[src/rtl/move_scheduler.sv]
// move_scheduler: sequences one Othello move on the board RAM.
// Scans 8 directions from the origin and launches the flipper per captured line.
module move_scheduler #(
  parameter int BOARD_W = 8,
  parameter int ADDR_W  = 7
) (
  input  logic              clock,
  input  logic              reset,
  input  logic              start,
  input  logic [ADDR_W-1:0] cell_addr,
  input  logic              player,
  output logic              busy,
  output logic              done,
  output logic              valid_move,
  output logic [5:0]        flip_count,
  output logic [ADDR_W-1:0] mem_addr_o,
  output logic              mem_wren_o,
  output logic [1:0]        mem_data_o,
  input  logic [1:0]        mem_data_in,
  output logic              ctrl_mem_o,
  output logic [ADDR_W-1:0] s_addr_o,
  output logic [ADDR_W-1:0] step_o,
  output logic              ld_o,
  output logic              start_flip_o,
  input  logic              s_done_i
);

  localparam int RC_W = $clog2(BOARD_W);
  localparam logic [RC_W-1:0] RMAX = RC_W'(BOARD_W - 1);

  typedef enum logic [3:0] {
    IDLE, CHK_ORG, DIR_INIT, SCAN_ADDR, SCAN_WAIT, SCAN_READ,
    LAUNCH, FLIP_GO, FLIP_WAIT, NEXT_DIR, PLACE, FINISH
  } state_t;

  state_t            state_q, state_d;
  logic [ADDR_W-1:0] org_q, org_d;
  logic [1:0]        own_q, own_d;
  logic [RC_W-1:0]   row_q, row_d, col_q, col_d;
  logic [2:0]        dir_q, dir_d;
  logic [RC_W-1:0]   n_q, n_d;
  logic [1:0]        wcnt_q, wcnt_d;
  logic              any_q, any_d;
  logic              valid_q, valid_d;
  logic [5:0]        cnt_q, cnt_d;

  // direction vector as {row_inc, row_dec, col_inc, col_dec}
  function automatic logic [3:0] dir_of(input logic [2:0] d);
    unique case (d)
      3'd0: dir_of = 4'b0010;
      3'd1: dir_of = 4'b0001;
      3'd2: dir_of = 4'b1000;
      3'd3: dir_of = 4'b0100;
      3'd4: dir_of = 4'b1010;
      3'd5: dir_of = 4'b0101;
      3'd6: dir_of = 4'b1001;
      default: dir_of = 4'b0110;
    endcase
  endfunction

  function automatic logic off_edge(
    input logic [RC_W-1:0] r,
    input logic [RC_W-1:0] c,
    input logic [3:0]      dv
  );
    off_edge = (dv[3] && r == RMAX) || (dv[2] && r == '0) ||
               (dv[1] && c == RMAX) || (dv[0] && c == '0);
  endfunction

  function automatic logic [ADDR_W-1:0] step_of(input logic [3:0] dv);
    logic [ADDR_W-1:0] sr, sc;
    sr = dv[3] ? ADDR_W'(BOARD_W) : (dv[2] ? ADDR_W'(-BOARD_W) : '0);
    sc = dv[1] ? ADDR_W'(1) : (dv[0] ? '1 : '0);
    step_of = sr + sc;
  endfunction

  logic [3:0]        dv;
  logic [RC_W-1:0]   org_r, org_c, nr, nc;
  logic [ADDR_W-1:0] pos_addr, nxt_addr;
  logic [6:0]        sum;
  logic              is_opp, is_own;

  assign dv       = dir_of(dir_q);
  assign org_r    = org_q[2*RC_W-1:RC_W];
  assign org_c    = org_q[RC_W-1:0];
  assign nr       = dv[3] ? row_q + RC_W'(1) : (dv[2] ? row_q - RC_W'(1) : row_q);
  assign nc       = dv[1] ? col_q + RC_W'(1) : (dv[0] ? col_q - RC_W'(1) : col_q);
  assign pos_addr = ADDR_W'({row_q, col_q});
  assign nxt_addr = ADDR_W'({nr, nc});
  assign sum      = {1'b0, cnt_q} + 7'(n_q);
  assign is_own   = mem_data_in == own_q;
  assign is_opp   = mem_data_in == ~own_q;
  assign busy     = state_q != IDLE && state_q != FINISH;
  assign valid_move = valid_q;
  assign flip_count = cnt_q;

  always_comb begin
    state_d = state_q;
    org_d   = org_q;
    own_d   = own_q;
    row_d   = row_q;
    col_d   = col_q;
    dir_d   = dir_q;
    n_d     = n_q;
    wcnt_d  = wcnt_q;
    any_d   = any_q;
    valid_d = valid_q;
    cnt_d   = cnt_q;
    done         = 1'b0;
    mem_addr_o   = '0;
    mem_wren_o   = 1'b0;
    mem_data_o   = 2'b00;
    ctrl_mem_o   = 1'b1;
    s_addr_o     = '0;
    step_o       = '0;
    ld_o         = 1'b0;
    start_flip_o = 1'b0;
    unique case (state_q)
      IDLE: begin
        ctrl_mem_o = 1'b0;
        if (start) begin
          org_d   = cell_addr;
          own_d   = player ? 2'b10 : 2'b01;
          row_d   = cell_addr[2*RC_W-1:RC_W];
          col_d   = cell_addr[RC_W-1:0];
          cnt_d   = '0;
          any_d   = 1'b0;
          valid_d = 1'b0;
          wcnt_d  = '0;
          state_d = CHK_ORG;
        end
      end
      CHK_ORG: begin
        mem_addr_o = org_q;
        if (wcnt_q == 2'd2) begin
          if (mem_data_in == 2'b01 || mem_data_in == 2'b10) begin
            state_d = FINISH;
          end else begin
            dir_d   = '0;
            state_d = DIR_INIT;
          end
        end else begin
          wcnt_d = wcnt_q + 2'd1;
        end
      end
      DIR_INIT: begin
        mem_addr_o = org_q;
        row_d = org_r;
        col_d = org_c;
        n_d   = '0;
        state_d = off_edge(org_r, org_c, dv) ? NEXT_DIR : SCAN_ADDR;
      end
      SCAN_ADDR: begin
        mem_addr_o = nxt_addr;
        row_d   = nr;
        col_d   = nc;
        state_d = SCAN_WAIT;
      end
      SCAN_WAIT: begin
        mem_addr_o = pos_addr;
        state_d    = SCAN_READ;
      end
      SCAN_READ: begin
        mem_addr_o = pos_addr;
        if (is_opp) begin
          n_d = n_q + RC_W'(1);
          state_d = off_edge(row_q, col_q, dv) ? NEXT_DIR : SCAN_ADDR;
        end else if (is_own && n_q != '0) begin
          state_d = LAUNCH;
        end else begin
          state_d = NEXT_DIR;
        end
      end
      LAUNCH: begin
        ld_o     = 1'b1;
        s_addr_o = org_q;
        step_o   = step_of(dv);
        state_d  = FLIP_GO;
      end
      FLIP_GO: begin
        ctrl_mem_o   = 1'b0;
        start_flip_o = 1'b1;
        s_addr_o     = org_q;
        step_o       = step_of(dv);
        state_d      = FLIP_WAIT;
      end
      FLIP_WAIT: begin
        ctrl_mem_o = 1'b0;
        s_addr_o   = org_q;
        step_o     = step_of(dv);
        if (s_done_i) begin
          cnt_d   = sum[6] ? 6'h3f : sum[5:0];
          any_d   = 1'b1;
          state_d = NEXT_DIR;
        end
      end
      NEXT_DIR: begin
        if (dir_q == 3'd7) begin
          state_d = PLACE;
        end else begin
          dir_d   = dir_q + 3'd1;
          state_d = DIR_INIT;
        end
      end
      PLACE: begin
        mem_addr_o = org_q;
        mem_wren_o = any_q;
        mem_data_o = any_q ? own_q : 2'b00;
        valid_d    = any_q;
        state_d    = FINISH;
      end
      FINISH: begin
        done    = 1'b1;
        state_d = IDLE;
      end
      default: state_d = IDLE;
    endcase
  end

  always_ff @(posedge clock) begin
    if (reset) begin
      state_q <= IDLE;
      org_q   <= '0;
      own_q   <= '0;
      row_q   <= '0;
      col_q   <= '0;
      dir_q   <= '0;
      n_q     <= '0;
      wcnt_q  <= '0;
      any_q   <= 1'b0;
      valid_q <= 1'b0;
      cnt_q   <= '0;
    end else begin
      state_q <= state_d;
      org_q   <= org_d;
      own_q   <= own_d;
      row_q   <= row_d;
      col_q   <= col_d;
      dir_q   <= dir_d;
      n_q     <= n_d;
      wcnt_q  <= wcnt_d;
      any_q   <= any_d;
      valid_q <= valid_d;
      cnt_q   <= cnt_d;
    end
  end

endmodule

[config.mk]
export PLATFORM = sky130hd
export DESIGN_NAME = move_scheduler
export DESIGN_NICKNAME = d
export VERILOG_FILES = /design/src/rtl/move_scheduler.sv
export SDC_FILE = /design/constraint.sdc
export NUM_CORES = 1
export LEC_CHECK = 0
export ABC_AREA = 1
export CAP_MARGIN = 20
export CORE_MARGIN = 10
export CORE_UTILIZATION = 30
export CTS_BUF_LIST = sky130_fd_sc_hd__clkbuf_8
export CTS_CLUSTER_DIAMETER = 100
export DETAILED_ROUTE_END_ITERATION = 8
export PLACE_DENSITY = 0.48
export REMOVE_ABC_BUFFERS = 1
export SYNTH_ARGS = -nofsm -noshare
export SYNTH_HDL_FRONTEND = slang
export SYNTH_SLANG_ARGS = --single-unit
[constraint.sdc]
create_clock -name clock -period 6.71 [get_ports clock]
set_clock_uncertainty 0.15 [all_clocks]
set_input_delay 1.6775 -clock clock [delete_from_list [all_inputs] [get_ports clock]]
set_output_delay 1.6775 -clock clock [all_outputs]
set_load 0.005 [all_outputs]
==> results.json <==
{
  "outcome": "finished, final reports clean",
  "n_fill_cell": 972,
  "cts_root_buf": "clkbuf_8",
  "cp_num_buf_inv": 4,
  "clk-insertion-delay-late_ns": 0.31,
  "final_area_um2": 3340,
  "place_congestion": 0.832,
  "setup_viol": 0,
  "critPathMaxFanout": 6,
  "yosys_most_used_dff": "dfxtp_1",
  "netlist.area_leader.share_pct": 26.4,
  "grt_start_max_net_pins": 26,
  "cpLargestDelayFamily": "buffers and inverters",
  "utilization_pct": 38.5,
  "max_cap_viol_count": 0,
  "vias": 2677,
  "grt_pass1_wl_mm": 13.3,
  "cts_tree": "yes",
  "route.detailed.drc": 0,
  "p_per_area_nw_per_um2": 386,
  "htree_levels": 2,
  "num_rows": 34,
  "period_share_pct": 68.9,
  "io_pins": 50,
  "cts_buffers": 5,
  "cp_data_arrival_time_ns": 2.79,
  "syn-mean-instance-area_um2": 6.60,
  "die_area_um2": 13000,
  "synthArstFlopShare_pct": 0,
  "die_h_um": 114,
  "synthTopCellsByArea": "dfxtp_1 (26%), nand2_1 (12%), ha_1 (10%), inv_1 (9.7%), a21oi_1 (6.6%)",
  "ys_types": 35,
  "rsz0062_at_grt": "false",
  "slew_headroom_pct": 46.5,
  "yosysSeqAreaShare_pct": 26.4,
  "critPathRequiredTime_ns": 4.88,
  "clock.fmax_mhz": 216,
  "area_growth_pct": 25.8,
  "final_cells": 561,
  "finalHoldViolations": 0,
  "core_um2": 8680,
  "period_needed_ns": 4.62,
  "r2r.worst_path.cells": 11,
  "rr_startpoint": "n_q[0]",
  "cp-end-kind": "output port",
  "p_total_mw": 1.29,
  "grt_remaining_overflow": 0,
  "drtAntennaViolNets": 0,
  "hold_end": "org_q[6]",
  "first_global_vias": 2713,
  "hold_start": "org_q[6]",
  "synth-seq-cells": 35,
  "yosysTopAreaCell": "dfxtp_1",
  "nNetsFinal": 489,
  "drtIter0Drc": 106,
  "start_kind": "flop",
  "die_w_um": 114,
  "post_cts_buffers": 0,
  "track_usage_pct": 12.4,
  "netlist_area_um2": 2660,
  "synth-edff-count": 0,
  "cp_slowest_cell": "clkdlybuf4s50_1",
  "place_area_um2": 3230,
  "dp_slack_ns": 2.41,
  "cts_resized": 0,
  "antenna_found_initial": 0,
  "cts.sinks": 35,
  "dp_cells": 553,
  "slew_violations": 0,
  "antenna_cells": 0,
  "io_buffers": 49,
  "setup-tns-final_ns": 0,
  "setup_ws_ns": 2.09,
  "vias_per_cell": 4.77,
  "synth_warnings": 0,
  "r2r-end": "flip_count[3]",
  "critPathMaxStageDelay_ns": 0.53,
  "holdWs_ns": 0.335,
  "holdCritPathClass": "flop to flop",
  "drt-pass1-iter-count": 4,
  "wl_per_cell_um": 14.1,
  "syn_inst": 403,
  "drive_above_1_share_pct": 9.49,
  "dpl.hpwl_mm": 6.23,
  "crit_chain": "inv_1, ha_1, nor2_1, nand2_1, inv_1, nand2_2, nand2_4, nor2_4, ha_1, ha_1, inv_1, nand2_1, a21oi_1, clkdlybuf4s50_1",
  "drt_wl_total_mm": 7.90,
  "hold_depth": 2,
  "worst_slew_pin_slew_ns": 0.802,
  "clk_pin_slew_ns": 0.08,
  "clk_path_buf_depth": 2,
  "crit_type": "flop to output port",
  "ctsHoldBuffers": 0,
  "p_leak_nw": 1.51,
  "start_util_pct": 30.6,
  "rrSetupSlack_ns": 4.54,
  "ir_drop_v": 0.000131
}
[logic make-up after synthesis]
group	Yosys count	synth area share (%)
buffers and inverters	85	13.2
adder cells (fa/ha/maj)	23	11.1
AO/OA/AOI/OAI	86	18.7
flip-flops	35	26.4
AND/OR/NAND/NOR	174	30.6
[Yosys cell counts, types with 3 or more instances]
cell type,instances
ha_1,22
nor2_1,31
a21oi_1,35
nor3_1,7
o221ai_1,6
o21ai_1,3
dfxtp_1,35
nand2_2,7
a31oi_1,4
a211oi_1,5
nand2_1,87
nor2_4,7
nand4_1,3
inv_1,69
nand3_1,21
o21ai_0,26
inv_2,7
nor2_2,4
buf_6,3
[registers in the layout (all words and copies together) (netlist names), 3 cells and up]
register / cells
n_q: 3
org_q: 7
flip_count: 6
col_q: 3
dir_q: 3
state_q: 4
row_q: 3
[layout by cell type (no fill, tap or decap), drive strengths merged]
cell type / Yosys / final
o2111ai: 1 / 1
a211oi: 5 / 5
nand3: 22 / 22
clkinv: 0 / 2
nand4: 3 / 3
o211ai: 2 / 2
bufinv: 0 / 1
o21a: 1 / 1
or2: 1 / 1
inv: 77 / 77
clkbuf: 2 / 5
a21oi: 36 / 36
fa: 1 / 1
a221oi: 1 / 1
o221ai: 6 / 6
nor2: 42 / 42
a31oi: 4 / 4
o21ai: 29 / 29
clkdlybuf4s50: 0 / 49
o22ai: 1 / 1
and3: 1 / 1
dfxtp: 35 / 35
ha: 22 / 22
nand2: 96 / 96
nor3: 9 / 9
buf: 6 / 1
[worst register-to-register path, stage by stage, from the launching register on]
cell     delay, ns
dfxtp_1       0.39
ha_1          0.18
inv_1         0.05
fa_1          0.38
nor2_1        0.13
o21ai_0       0.18
nor2_1        0.17
nand2_1       0.11
inv_1         0.09
a21oi_1       0.05
o21a_1        0.16
nor2_1        0.07
[cell type report]
| class | instances | area [um2] | share of cell area (%) |
|---|---|---|---|
| Clock buffer | 5 | 68.8 | 2.06 |
| Clock inverter | 3 | 43.8 | 1.31 |
| Inverter | 77 | 292 | 8.72 |
| Multi-Input combinational cell | 283 | 1610 | 48.0 |
| Sequential cell | 35 | 701 | 21.0 |
| Tap cell | 108 | 135 | 4.04 |
| Timing Repair Buffer | 50 | 498 | 14.9 |
[metal layers]
| layer | vias to the layer above | routed length (um) | track usage (%) |
|---|---|---|---|
| li1 | 1395 | - | - |
| met1 | 1207 | 3840 | 15.7 |
| met2 | 68 | 3450 | 19.9 |
| met3 | 7 | 534 | 3.62 |
| met4 | 0 | 78 | 3.26 |
| met5 | - | 0 | 0 |
[where the power goes]
part,total (mW),switching (mW),internal (mW),leakage [nW]
Sequential,0.335,0.0657,0.270,0.286
Combinational,0.756,0.489,0.267,1.17
Clock,0.201,0.0904,0.111,0.0581
[worst max path at each step]
stage | from | cells past startpoint | slack [ns] | end
after floorplan | dir_q[0] | 13 | 3.08 | step_o[5]
after global placement | dir_q[0] | 14 | 2.50 | step_o[6]
after detailed placement | dir_q[0] | 14 | 2.41 | step_o[5]
after CTS | dir_q[0] | 14 | 2.07 | step_o[5]
after global routing | dir_q[0] | 12 | 1.80 | step_o[5]
final | dir_q[0] | 14 | 2.09 | step_o[5]
No activity file was read; power rests on OpenSTA's default activity.
